File: src/rtl/dpll_lock_monitor.sv
// DPLL lock qualifier: judges each input period, drives hysteretic lock state, signal-loss and error stats.
// Outputs registered, 1 cycle after the edge; no backpressure. Define DPLL_LOCKMON_STATS_EN for Lead/Lag counters.
module dpll_lock_monitor #(
  parameter int GOOD_TO_LOCK   = 16,
  parameter int BAD_TO_UNLOCK  = 4,
  parameter int PERIOD_TOL     = 2,
  parameter int TIMEOUT_CYCLES = 255
) (
  input  logic        MainClock,
  input  logic        Reset,
  input  logic        InputSignalEdge,
  input  logic        Lead,
  input  logic        Lag,
  input  logic [7:0]  PeriodCount,
  output logic        LockQualified,
  output logic [1:0]  LockState,
  output logic        SignalLoss,
  output logic [7:0]  PhaseErrorCount,
  output logic [15:0] LeadCount,
  output logic [15:0] LagCount
);

  typedef enum logic [1:0] {
    IDLE     = 2'b00,
    ACQUIRE  = 2'b01,
    LOCKED   = 2'b10,
    HOLDOVER = 2'b11
  } state_t;

  state_t     state;
  logic [7:0] prev_period;
  logic [7:0] good_cnt;
  logic [7:0] bad_cnt;
  logic [7:0] gap_cnt;
  logic       err_seen;

  logic [8:0] period_diff;
  logic       err_win;
  logic       good;
  logic       timeout;

  always_comb begin
    period_diff = ({1'b0, PeriodCount} >= {1'b0, prev_period}) ?
                  ({1'b0, PeriodCount} - {1'b0, prev_period}) :
                  ({1'b0, prev_period} - {1'b0, PeriodCount});
    // an error pulse in the closing edge cycle still belongs to the window being judged
    err_win = err_seen | Lead | Lag;
    good    = !err_win && (period_diff <= 9'(PERIOD_TOL));
    timeout = !InputSignalEdge && (state != IDLE) && (gap_cnt == 8'(TIMEOUT_CYCLES - 1));
  end

  assign LockState = state;

  always_ff @(posedge MainClock) begin
    if (Reset) begin
      state         <= IDLE;
      LockQualified <= 1'b0;
      SignalLoss    <= 1'b0;
      prev_period   <= 8'd0;
      good_cnt      <= 8'd0;
      bad_cnt       <= 8'd0;
      gap_cnt       <= 8'd0;
      err_seen      <= 1'b0;
    end else begin
      if (InputSignalEdge) begin
        gap_cnt     <= 8'd0;
        err_seen    <= 1'b0;
        prev_period <= PeriodCount;
      end else begin
        if (gap_cnt != 8'hFF)
          gap_cnt <= gap_cnt + 8'd1;
        err_seen <= err_win;
      end

      if (timeout) begin
        state         <= IDLE;
        SignalLoss    <= 1'b1;
        LockQualified <= 1'b0;
      end else if (InputSignalEdge) begin
        case (state)
          IDLE: begin
            state         <= ACQUIRE;
            good_cnt      <= 8'd0;
            bad_cnt       <= 8'd0;
            SignalLoss    <= 1'b0;
            LockQualified <= 1'b0;
          end
          ACQUIRE: begin
            if (!good) begin
              good_cnt <= 8'd0;
            end else if (good_cnt + 8'd1 == 8'(GOOD_TO_LOCK)) begin
              state         <= LOCKED;
              LockQualified <= 1'b1;
              bad_cnt       <= 8'd0;
            end else begin
              good_cnt <= good_cnt + 8'd1;
            end
          end
          LOCKED: begin
            if (!good) begin
              if (BAD_TO_UNLOCK == 1) begin
                state         <= ACQUIRE;
                LockQualified <= 1'b0;
                good_cnt      <= 8'd0;
              end else begin
                state   <= HOLDOVER;
                bad_cnt <= 8'd1;
              end
            end
          end
          HOLDOVER: begin
            if (good) begin
              state   <= LOCKED;
              bad_cnt <= 8'd0;
            end else if (bad_cnt + 8'd1 == 8'(BAD_TO_UNLOCK)) begin
              state         <= ACQUIRE;
              LockQualified <= 1'b0;
              good_cnt      <= 8'd0;
            end else begin
              bad_cnt <= bad_cnt + 8'd1;
            end
          end
        endcase
      end
    end
  end

  always_ff @(posedge MainClock) begin
    if (Reset)
      PhaseErrorCount <= 8'd0;
    else if ((Lead | Lag) && PhaseErrorCount != 8'hFF)
      PhaseErrorCount <= PhaseErrorCount + 8'd1;
  end

`ifdef DPLL_LOCKMON_STATS_EN
  always_ff @(posedge MainClock) begin
    if (Reset) begin
      LeadCount <= 16'd0;
      LagCount  <= 16'd0;
    end else begin
      if (Lead && LeadCount != 16'hFFFF)
        LeadCount <= LeadCount + 16'd1;
      if (Lag && LagCount != 16'hFFFF)
        LagCount <= LagCount + 16'd1;
    end
  end
`else
  assign LeadCount = 16'd0;
  assign LagCount  = 16'd0;
`endif

endmodule

File: config.mk
export PLATFORM = sky130hd
export DESIGN_NAME = dpll_lock_monitor
export DESIGN_NICKNAME = d
export VERILOG_FILES = /design/src/rtl/dpll_lock_monitor.sv
export SDC_FILE = /design/constraint.sdc
export NUM_CORES = 1
export LEC_CHECK = 0
export ABC_AREA = 0
export BUFFER_PORTS_ARGS = -buffer_cell sky130_fd_sc_hd__buf_2
export CORE_UTILIZATION = 29
export DETAILED_ROUTE_END_ITERATION = 12
export GPL_ROUTABILITY_DRIVEN = 1
export GPL_TIMING_DRIVEN = 1
export PLACE_DENSITY = 0.55
export SLEW_MARGIN = 5
export SYNTH_ARGS = -nofsm -noshare
export SYNTH_HDL_FRONTEND = slang
export SYNTH_SLANG_ARGS = --single-unit
export TNS_END_PERCENT = 100
File: constraint.sdc
create_clock -name MainClock -period 5.7 [get_ports MainClock]
set_clock_uncertainty 0.1 [all_clocks]
set_input_delay 1.14 -clock MainClock [delete_from_list [all_inputs] [get_ports MainClock]]
set_output_delay 1.14 -clock MainClock [all_outputs]
set_load 0.01 [all_outputs]
# Word-level counts from Yosys, hierarchy flattened

Cells that the tools add are included.

Word-level logic and storage cells: 81
Output and inout bits: 44
Flip-flop bits (word level): 45

Order comparisons: 2
Reduce and logical (&&, ||, !) cells: 18
Equal/unequal tests: 16
Bitwise operators: 4
$add $sub $neg: 6
Multiplexer cells: 26

Operators with widths:

| kind                | number |
|---|---|
| $mux 8              | 9 |
| $add 8x1->8 const B | 4 |
| $pmux 8 s4          | 1 |
| $pmux 8 s3          | 1 |
| $reduce_and 6->1    | 3 |
| $sub 8x8->9         | 2 |
| $ne 8x8->1 const B  | 2 |
| $mux 2              | 5 |
| $ne 2x2->1 const B  | 5 |
| $le 9x2->1 const B  | 1 |
| $mux 9              | 1 |
| $ne 3x3->1 const B  | 3 |
| $eq 8x3->1 const B  | 1 |
| $eq 8x5->1 const B  | 1 |
| $eq 8x8->1 const B  | 1 |
| $ge 8x8->1          | 1 |
| $pmux 2 s4          | 1 |
| $mux 1              | 7 |
| $reduce_bool 2->1   | 3 |
| $reduce_and 5->1    | 1 |
| $eq 2x2->1 const B  | 2 |
| $logic_and 1x1->1   | 4 |
| $reduce_or 2->1     | 2 |
| $or 1x1->1          | 3 |
| 7 further kinds     | 8 |

# Logic depth before layout (Yosys ltp)

Gate-level depths: netlist of the first run.

Depth after elaboration: 6
Mapped depth: 14
Mapped depth without buffers: 13

# Worst setup path after synthesis of the first run

OpenSTA, ideal clock, no wires.

Path type: in2reg
Start: input port PeriodCount[0]
End: register bad_cnt[3]
Stages on the path: 14
Setup time: 92 ps
Slack: 1760 ps
Data arrival time: 3748 ps
Cells stage by stage: inv_1 -> ha_1 -> inv_1 -> fa_1 -> a211oi_2 -> o21bai_1 -> or2_0 -> a221oi_1 -> a21boi_1 -> o2111ai_4 -> o21ai_2 -> or4_1 -> buf_2 -> o32ai_1

Longest elaborated chain between the ends: 6

RTL lines:

| what                                                                   | line | text |
|---|---|---|
| start: declaration                                                     | 14   | `input logic [7:0] PeriodCount,` |
| $sub 8x8->9 (tied with other cells)                                    | 45   | `({1'b0, prev_period} - {1'b0, PeriodCount});` |
| $mux 9 (*)                                                             | 43   | `period_diff = ({1'b0, PeriodCount} >= {1'b0, prev_period}) ?` |
| $le 9x2->1 (*)                                                         | 48   | `good = !err_win && (period_diff <= 9'(PERIOD_TOL));` |
| $logic_and 1x1->1 (*)                                                  | 48   |  |
| $ne 3x3->1 (no source line) (tied with other cells)                    | -    |  |
| $reduce_and 6->1 (no source line) / $pmux 8 s4 (equally long branches) | -    |  |
| end signal: assignment                                                 | 120  | `bad_cnt <= bad_cnt + 8'd1;` |
| end: declaration                                                       | 33   | `logic [7:0] bad_cnt;` |

Every way passes the cells marked *; elsewhere a longest branch is shown, timed or not.
A chain may end at the register's enable or synchronous reset.

# Final worst setup path of the first run

Start: input port PeriodCount[0]
End: register bad_cnt[4]

Same word-level chain as after synthesis.

==> results of run 1 <==
-- kinds of logic after synthesis --
family / Yosys count / share of synthesized area
other: 1 / 0.00110
AOI/OAI and AO/OA: 108 / 0.243
muxes: 11 / 0.0328
xor gates and xnor gates: 16 / 0.0412
DFF: 45 / 0.265
buffers and inverters: 78 / 0.133
and+or+nand+nor: 131 / 0.194
adders and majority gates: 23 / 0.0891
-- final cells by class --
class	instances	area [um^2]	area share
Sequential cell	45	901	0.247
Timing Repair Buffer	24	120	0.0329
Multi-Input combinational cell	321	2160	0.593
Clock buffer	7	143	0.0391
Inverter	30	113	0.0309
Clock inverter	1	30.0	0.00823
Tap cell	143	179	0.0491
-- path summary, 6_finish.rpt --
kind | cells after the start | start | end | slack [ns]
setup / recovery | 14 | PeriodCount[0] | bad_cnt[4] | 1.58
hold / removal | 2 | bad_cnt[1] | bad_cnt[1] | 0.39
setup reg to reg | 12 | prev_period[0] | bad_cnt[4] | 2.24
hold reg to reg | 2 | bad_cnt[1] | bad_cnt[1] | 0.39
-- registers in the layout (all words and copies together) (netlist names), 2 cells and up --
signal	cells
LockState	2
gap_cnt	8
good_cnt	8
bad_cnt	8
prev_period	8
PhaseErrorCount	8
-- power by group through the flow --
stage          sequential, mW  clock [mW]  combinational (mW)
6_report                0.330       0.342               0.164
5_1_grt                 0.332       0.367               0.184
4_1_cts                 0.330       0.355               0.165
3_5_place_dp            0.337           0               0.164
3_3_place_gp            0.337           0               0.162
2_1_floorplan           0.336           0               0.151
-- Yosys cell counts (all sizes together), types with 4 or more instances --
library cell   n
o22ai          4
mux2i         10
nand2b         4
nand3         16
a211oi        13
or3            4
nor2          37
ha            21
inv           30
xor2           8
o32ai          9
clkbuf         8
nand4          4
buf           40
a21oi         26
and3           7
or2            5
xnor2          8
a311oi         5
a21o           5
dfxtp         45
o21ai         17
o211ai         4
nand2         33
nor3           8
-- tightest hold or removal path, stage by stage, from the launching register on --
cell,delay (ns)
dfxtp_1,0.33
nand2_1,0.06
o32ai_1,0.06
-- per-layer routing --
layer  share of wire  up-vias  track usage
met5          0.0018        -            0
met4           0.017        2       0.0432
met3           0.030        9       0.0229
met2            0.47       61        0.216
met1            0.48     1350        0.163
li1                -     1431            -
-- cell usage in the layout, fill, tap and decap left out, drive strengths merged, types with 3 or more instances in the layout --
cell	count
dfxtp	45
nor2	37
nand2	33
conb	32
inv	30
a21oi	26
buf	24
ha	21
o21ai	17
nand3	16
a211oi	13
mux2i	10
o32ai	9
xor2	8
xnor2	8
nor3	8
and3	7
clkbuf	7
a311oi	5
a21o	5
or2	5
or3	4
nand4	4
o22ai	4
o211ai	4
nand2b	4
a31oi	3
and2	3
nor2b	3
-- metrics by stage --
stage / cells / utilization / power (mW)
3_3_place_gp: 563 / 0.304 / 0.499
3_5_place_dp: 563 / 0.304 / 0.501
6_report: 571 / 0.319 / 0.837
2_1_floorplan: 444 / - / 0.488
5_1_grt: 571 / 0.319 / 0.882
4_1_cts: 571 / 0.319 / 0.850
==> reports/metrics.yaml, run 1 <==
outcome:
  status: "finished, violations left"
  violations: "DRC"
layout:
  nFillCells: 1221
  drive_above_1_share: 0.131
  area_growth_pct: 7.29
  num_antenna_cells: 0
  fin_area_um2: 3650
  nNetsFinal: 463
sta:
  fmax_mhz: 243
  worstMarginPinSlew_ns: 0.840
  maxSlewViolCount: 0
  relSlewSlack: 0.434
  whs_ns: 0.391
  fin_ws_ns: 1.58
  period_minus_slack_ns: 4.12
  hold_violations: 0
  rsz0062_at_grt: "no"
  setup_viol: 0
  post-route-period-util: 0.722
  timing.setup.tns_ns: 0
clocking:
  htree_levels: 2
  clock_latency_ns: 0.28
  ctsHoldBuffers: 0
  post-cts-setup-buffers: 0
  clock_path_buffers: 2
  cts_tree: "yes"
  cts_resized: 0
  clkTransAtPathRegs_ns: 0.06
  clock-sinks: 45
  clockRootBuffer: "clkbuf_16"
  cts_buffers: 5
die:
  die_y_um: 110
  core_um2: 11400
  die-area_um2: 12200
  ios: 57
  start_util: 0.298
  fp.dieW_um: 110
  rows: 39
drt:
  initialDrtViolationCount: 114
  antenna_left: 0
  drc: 2
  vias_per_cell: 5.00
  post_drt_wl_per_cell_um: 12.6
  num_vias: 2853
  routed_wl_mm: 7.17
  drtPass1Iterations: 9
global_route:
  grt_pass1_vias: 2646
  grt_pass1_wl_mm: 12.4
  grt_overflow: 0
  antenna_found_initial: 1
  grtUsageTotal: 0.128
  grt_start_max_net_pins: 30
worst_setup_path:
  cp_max_fo: 9
  worstPathArrival_ns: 4.21
  worstPathRequired_ns: 5.79
  critPathMaxStageDelay_ns: 0.65
  crit_top_cell: "inv_1"
  slowest_stage: "or4_1"
  crit_family: "compound AO/OA/AOI/OAI gates"
  path_class: "in2reg"
  timing.critical_path.buf_inv: 3
  end_kind: "register"
  cp_cell_sequence: "buf_2 > inv_1 > ha_1 > inv_1 > fa_1 > a211oi_2 > o21bai_1 > or2_0 > a221oi_1 > a21boi_1 > o2111ai_4 > o21ai_2 > or4_1 > o32ai_1"
  worst_setup_path_start_kind: "primary input"
synth:
  synth_area_um2: 3400
  async_reset_ff_frac: 0
  syn_avg_cell_area_um2: 8.23
  ys.flop_type: "dfxtp_1"
  yosysTopAreaCellShare: 0.265
  yosysTopAreaCell: "dfxtp_1"
  synth_edf_count: 0
  syn-instance-count: 413
  ys_seq_area_frac: 0.265
  synth.distinct_cells: 72
  yosys_warnings: 0
  synth-seq-cells: 45
  synth_area_leaders: "dfxtp_1 (26%), ha_1 (7.7%), buf_4 (7.1%)"
placed_design:
  dp_slack_ns: 1.27
  placedInstanceArea_um2: 3470
  dp_hpwl_mm: 5.32
  io_buffers: 24
  gp_congestion: 0.905
pwr:
  powerDensity_nw_per_um2: 230
  switching_share: 0.280
  pwr-share-clk: 0.409
  combPwrFrac: 0.196
  power_leakage_nw: 1.44
  intPower_mw: 0.603
  irDropWorstVdd_mv: 0.113
  seqPwrFrac: 0.395
  switchingPower_mw: 0.235
flow_run:
  maxCapViolCount: 0
hold_path:
  hold_class: "reg2reg"
(Power assumes the default switching activity.)
==> run 2: changes to the inputs <==
- ABC_AREA: 0 -> 1
- clock period: 5.7 -> 3.82 ns (I/O delays scaled with it)
==> run 2 against run 1 <==
The run still ends with DRC left. Worst setup slack lost 0.93 ns. Non-clock buffer count is the same. Via count grew 11%. Synthesized area grew 2.3%. Cell count grew 24%. Global-route usage shrank 0.27 points. Largest cell class unchanged.
==> reports/metrics.yaml, run 2 <==
pwr:
  power_leakage_nw: 1.88  # +31%
  switchingPower_mw: 0.462  # +97%
  intPower_mw: 0.899  # +49%
  switching_share: 0.339  # +0.0591
  pwr-share-clk: 0.350  # -0.059
  combPwrFrac: 0.262  # +0.066
  irDropWorstVdd_mv: 0.211  # +86%
  powerDensity_nw_per_um2: 364  # +59%
  seqPwrFrac: 0.388  # -0.007
synth:
  synth_common_cells: "nand2_1 (127), inv_1 (84), nor2_1 (54), a21oi_1 (49), dfxtp_1 (45)"
  synth_edf_count: 0  # unchanged
  yosys_warnings: 0  # unchanged
  async_reset_ff_frac: 0  # unchanged
  synthMuxAreaShare: 0  # -0.0328
  ys.flop_type: "dfxtp_1"
  yosysTopAreaCell: "dfxtp_1"
  syn_avg_cell_area_um2: 6.42  # -22%
  yosysMostFrequentCell: "nand2_1"
  synth-xor-area-share: 0.0403  # -0.000920
  synth_compound_area_frac: 0.110  # -0.134
  yosysTopAreaCellShare: 0.259  # -0.00591
  synth_top_family_by_area: "simple AND/OR/NAND/NOR gates"
  synth_area_um2: 3480  # +2.3%
  synth-simple-area-share: 0.320  # +0.126
  synth_area_leaders: "dfxtp_1 (26%), nand2_1 (14%), inv_1 (9.1%)"
  synth.distinct_cells: 30  # -58%
  ys_seq_area_frac: 0.259  # -0.00591
  syn-instance-count: 542  # +31%
  synthAdderAreaFrac: 0.0871  # -0.00199
  synth-seq-cells: 45  # unchanged
worst_setup_path:
  path_class: "in2reg"
  worstPathArrival_ns: 3.30  # -0.91 ns
  worst_setup_path_start_kind: "primary input"
  critPathLaunch: "PeriodCount[3]"
  slowest_stage: "ha_1"
  cp_max_fo: 16  # +7
  rr_startpoint: "prev_period[3]"
  end_kind: "register"
  worstPathRequired_ns: 3.95  # -1.84 ns
  cp_cell_sequence: "buf_2 > inv_1 > ha_1 > nand2_2 > inv_1 > nand2_2 > nand3_2 > a21oi_1 > nand2_1 > nand2_1 > inv_2 > nor2_4 > nand3_4 > nand2_2 > nand2_2 > nor2_4 > nand2_2 > nand2_1 > nand2_1 > nor2_1"
  crit_top_cell: "nand2_2"
  critPathMaxStageDelay_ns: 0.44  # -0.21 ns
sta:
  period_minus_slack_ns: 3.17
  rsz0062_at_grt: "no"
  setup_viol: 0  # unchanged
  fmax_mhz: 315
  timing.setup.tns_ns: 0  # unchanged
  post-route-period-util: 0.830
  fin_ws_ns: 0.650  # -0.934 ns
  maxSlewViolCount: 0  # unchanged
  hold_violations: 0  # unchanged
  relSlewSlack: 0.445  # +0.0109
  worstMarginPinSlew_ns: 0.832  # -0.00810 ns
layout:
  nFillCells: 1238  # +1.4%
  instances_no_fill: 706  # +24%
  final_cell_mix: "nand2_1 (127), inv_1 (84), nor2_1 (54), a21oi_1 (49), dfxtp_1 (45)"
  drive_above_1_share: 0.0941  # -0.0367
  utilization: 0.323  # +0.00407
  nNetsFinal: 598  # +29%
  area_growth_pct: 7.59
  final_common_cell: "nand2_1"
  num_antenna_cells: 0  # unchanged
clocking:
  htree_levels: 2  # unchanged
  post-cts-setup-buffers: 0  # unchanged
  clockRootBuffer: "clkbuf_16"
  clock_path_buffers: 2  # unchanged
  cts_tree: "yes"
  clock_latency_ns: 0.29  # about the same
  cts_buffers: 5  # unchanged
  ctsHoldBuffers: 0  # unchanged
  clock-sinks: 45  # unchanged
  cts_resized: 0  # unchanged
  clkTransAtPathRegs_ns: 0.07  # about the same
placed_design:
  io_buffers: 24  # unchanged
  dp_slack_ns: 0.370  # -0.905 ns
  dp_hpwl_mm: 5.59  # +5.2%
  gp_congestion: 0.861  # -4.9%
  dp.cells: 698  # +24%
die:
  fp.dieW_um: 112  # +1.1%
  ios: 57  # unchanged
  core_um2: 11600  # +1.3%
  rows: 39  # unchanged
  start_util: 0.301  # +0.00294
  die-area_um2: 12400  # +2.2%
  die_y_um: 112  # +1.1%
drt:
  drc: 14  # +12
  initialDrtViolationCount: 132  # +16%
  post_drt_wl_per_cell_um: 10.4  # -17%
  vias_per_cell: 4.50  # -10%
  routed_wl_mm: 7.34  # +2.4%
  antenna_left: 0  # unchanged
  drtPass1Iterations: 10  # +1
  num_vias: 3176  # +11%
global_route:
  grt_pass1_wl_mm: 13.0  # +4.9%
  grt_start_max_net_pins: 26  # -13%
  grt_pass1_vias: 2840  # +7.3%
  antenna_found_initial: 0  # -1
  grt_overflow: 0  # unchanged
  grtUsageTotal: 0.125  # -0.00272
hold_path:
  hold_class: "reg2reg"
  worstHoldStart: "SignalLoss"
outcome:
  violations: "DRC"
  status: "finished, violations left"
flow_run:
  maxCapViolCount: 0  # unchanged
==> run 2: changes by cell type in the layout (fill, tap and decap cells not counted), sizes merged, moves of 10 or more <==
cell / previous run / this run
nor2: 37 / 61
nand2: 33 / 136
mux2i: 10 / 0
a211oi: 13 / 1
inv: 30 / 87
a21oi: 26 / 49
nand3: 16 / 39
==> run 2: layout make-up <==
cell class	instances	area [um^2]	area share
multi-input combinational	400	2060	0.550
clock inverter	1	8.76	0.00234
sequential	45	901	0.241
clock buffer	7	153	0.0408
timing repair buffer	24	120	0.0321
inverter	86	323	0.0863
tap	143	179	0.0478
==> run 2: logic make-up after synthesis <==
kind of cell    count (synthesis)
flops                          45
compound gates                 75
other cells                     1
fa+ha+maj                      23
buf+inv                       128
simple gates                  254
xor+xnor                       16
==> run 2: final timing paths <==
path                            slack [ns]          to  depth (start not counted)
worst max register to register        0.94  bad_cnt[7]                         19
worst min register to register        0.37  SignalLoss                          2
worst min-delay path                  0.37  SignalLoss                          2
worst max-delay path                  0.65  bad_cnt[7]                         20
==> run 2: layer usage <==
metal | part of all wire | GRT usage | vias up | wire length, um
met5 | 0 | 0 | - | 0
met4 | 0.0078 | 0.0369 | 0 | 57
met3 | 0.039 | 0.0250 | 5 | 288
met2 | 0.46 | 0.211 | 78 | 3350
met1 | 0.50 | 0.161 | 1418 | 3640
li1 | - | - | 1675 | -
==> run 2: critical path, delay by kind of cell <==
kind                     cells  cell delay [ns]
AO/OA/AOI/OAI                1             0.28
adder cells (fa/ha/maj)      1             0.44
buffers and inverters        4             0.26
AND/OR/NAND/NOR             14             1.55
==> run 2: power by group through the flow <==
stage | logic (mW) | registers, mW | clock network, mW
after floorplan | 0.310 | 0.535 | 0
after global placement | 0.354 | 0.538 | 0
after detailed placement | 0.355 | 0.539 | 0
after CTS | 0.357 | 0.528 | 0.493
after global routing | 0.414 | 0.533 | 0.517
final | 0.356 | 0.529 | 0.477
==> run 2: stage by stage <==
| stage | hold slack (ns) | power, mW | instance area [um^2] |
|---|---|---|---|
| floorplan | 0.330 | 0.844 | 3590 |
| global placement | 0.351 | 0.892 | 3580 |
| detailed placement | 0.362 | 0.894 | 3580 |
| CTS | 0.378 | 1.38 | 3740 |
| global route | 0.395 | 1.46 | 3740 |
| finish | 0.373 | 1.36 | 3740 |
==> run 3: changes to the inputs <==
- clock period: 3.82 -> 3.3 ns (I/O delays scaled with it)
==> run 3 against run 2 <==
The flow still finishes with violations (DRC). Highest routed layer unchanged. Critical path depth grew 2. Non-clock buffer count increased by 4. Largest cell class unchanged. Sequential power grew 16%. Register-to-register slack got worse by 0.41 ns. Via count grew 0.91%.
==> reports/metrics.yaml, run 3 (synthesized netlist as in run 2, its figures left out) <==
worst_setup_path:
  cp_cell_sequence: "buf_2 > inv_1 > ha_1 > nand2_1 > nor2_2 > nand2_2 > nand3_2 > nand2_2 > nand2_2 > nand3_1 > nand2_1 > nand2_1 > inv_1 > nand3_4 > nand2_2 > nand2_2 > nor2_4 > buf_12 > nand2_2 > nand2_1 > nand2_1 > nor2_1"
  path_class: "in2reg"
  rr_startpoint: "prev_period[2]"
  worst_setup_path_start_kind: "primary input"
  r2r_setup_slack_ns: 0.53  # -0.41 ns
  worstPathRequired_ns: 3.42  # -0.53 ns
  r2r_end: "bad_cnt[6]"
  crit_family: "simple AND/OR/NAND/NOR gates"
  cp_max_fo: 16  # unchanged
  timing.critical_path.buf_inv: 4  # unchanged
  critPathMaxStageDelay_ns: 0.48  # +0.04 ns
  crit_top_cell: "nand2_2"
  slowest_stage: "ha_1"
  end_kind: "register"
  worstPathArrival_ns: 3.08  # -0.22 ns
  rr_worst_depth: 20  # +1
drt:
  antenna_left: 0  # unchanged
  drtPass1Iterations: 8  # -2
  vias_per_cell: 4.51  # +0.34%
  routed_wl_mm: 7.40  # +0.74%
  post_drt_wl_per_cell_um: 10.4  # +0.17%
  num_vias: 3205  # +0.91%
  drc: 14  # unchanged
  initialDrtViolationCount: 97  # -27%
layout:
  final_common_cell: "nand2_1"
  drive_above_1_share: 0.101  # +0.00639
  nNetsFinal: 602  # +0.67%
  num_antenna_cells: 0  # unchanged
  area_growth_pct: 9.18
  final_cell_mix: "nand2_1 (127), inv_1 (84), nor2_1 (54), a21oi_1 (49), dfxtp_1 (45)"
  multi_input_area_um2: 2060  # unchanged
  nFillCells: 1241  # +0.24%
  final-seq-area_um2: 901  # unchanged
outcome:
  violations: "DRC"
  status: "finished, violations left"
global_route:
  antenna_found_initial: 0  # unchanged
  grtUsageTotal: 0.124  # -0.000756
  grt_pass1_wl_mm: 13.0  # unchanged
  grt_pass1_vias: 2988  # +5.2%
  grt_overflow: 0  # unchanged
  grt_start_max_net_pins: 26  # unchanged
sta:
  worstMarginPinSlew_ns: 0.784  # -0.0478 ns
  timing.setup.tns_ns: 0  # unchanged
  fmax_mhz: 338
  post-route-period-util: 0.896
  maxSlewViolCount: 0  # unchanged
  period_minus_slack_ns: 2.96
  hold_violations: 0  # unchanged
  setup_viol: 0  # unchanged
  rsz0062_at_grt: "no"
  relSlewSlack: 0.477  # +0.0319
die:
  die_y_um: 112  # unchanged
  core_um2: 11600  # unchanged
  start_util: 0.301  # unchanged
  fp.dieW_um: 112  # unchanged
  ios: 57  # unchanged
  die-area_um2: 12400  # unchanged
  rows: 39  # unchanged
clocking:
  cts_resized: 0  # unchanged
  clock-sinks: 45  # unchanged
  cts_tree: "yes"
  post-cts-setup-buffers: 0  # unchanged
  clock_path_buffers: 2  # unchanged
  htree_levels: 2  # unchanged
  clockRootBuffer: "clkbuf_16"
  cts_buffers: 5  # unchanged
  clock_latency_ns: 0.29  # about the same
  clkTransAtPathRegs_ns: 0.07  # about the same
  ctsHoldBuffers: 0  # unchanged
placed_design:
  io_buffers: 24  # unchanged
  gp_congestion: 0.831  # -3.5%
  dp_hpwl_mm: 5.80  # +3.7%
pwr:
  irDropWorstVdd_mv: 0.236  # +12%
  powerDensity_nw_per_um2: 417  # +15%
  power_mw: 1.58  # +16%
  power_leakage_nw: 1.91  # +1.6%
hold_path:
  hold_path_depth: 2  # unchanged
  hold_class: "reg2reg"
  worstHoldStart: "SignalLoss"
  min_to: "SignalLoss"
flow_run:
  maxCapViolCount: 0  # unchanged
==> run 3: changes by cell type in the layout (fill, tap and decap cells not counted), sizes merged <==
cell	change
buf	+4
==> run 3: per-layer routing <==
| layer | up-vias | GRT usage | routed length [um] |
|---|---|---|---|
| met5 | - | 0 | 0 |
| met4 | 0 | 0.0405 | 123 |
| met3 | 11 | 0.0174 | 221 |
| met2 | 62 | 0.219 | 3430 |
| met1 | 1443 | 0.156 | 3620 |
| li1 | 1689 | - | - |
==> run 3: final cells by class <==
cell class                      count  share of cell area
Multi-Input combinational cell    400               0.542
Inverter                           86              0.0850
Clock inverter                      1             0.00231
Clock buffer                        7              0.0402
Sequential cell                    45               0.237
Timing Repair Buffer               28              0.0461
Tap cell                          143              0.0471
==> run 3: power by group <==
group,leakage [nW],total [mW],internal (mW),switching (mW)
logic,1.46,0.427,0.152,0.275
clock network,0.0805,0.545,0.325,0.220
registers,0.368,0.612,0.576,0.0364
==> run 3: through the flow <==
stage                     setup WS [ns]  instances  hold slack, ns  instance area [um^2]  utilization
after floorplan                   0.477        573           0.330                  3590            -
after global placement            0.124        702           0.352                  3630        0.314
after detailed placement         0.0175        702           0.355                  3630        0.314
after CTS                         0.325        710           0.369                  3800        0.328
after global routing             0.0675        710           0.407                  3800        0.328
final                             0.344        710           0.366                  3800        0.328
==> run 3: tightest hold or removal path: cells and delay by family (launching register included) <==
family	cells	cell delay [ns]
compound gates	1	0.05
flops	1	0.31
simple gates	1	0.06
==> run 3: worst max path at each step <==
| stage | startpoint | end | cells after the start |
|---|---|---|---|
| after global routing | PeriodCount[2] | bad_cnt[6] | 23 |
| after detailed placement | PeriodCount[2] | bad_cnt[6] | 22 |
| after global placement | PeriodCount[2] | bad_cnt[7] | 22 |
| after CTS | PeriodCount[2] | bad_cnt[6] | 22 |
| final | PeriodCount[2] | bad_cnt[6] | 22 |
| after floorplan | PeriodCount[3] | bad_cnt[5] | 20 |
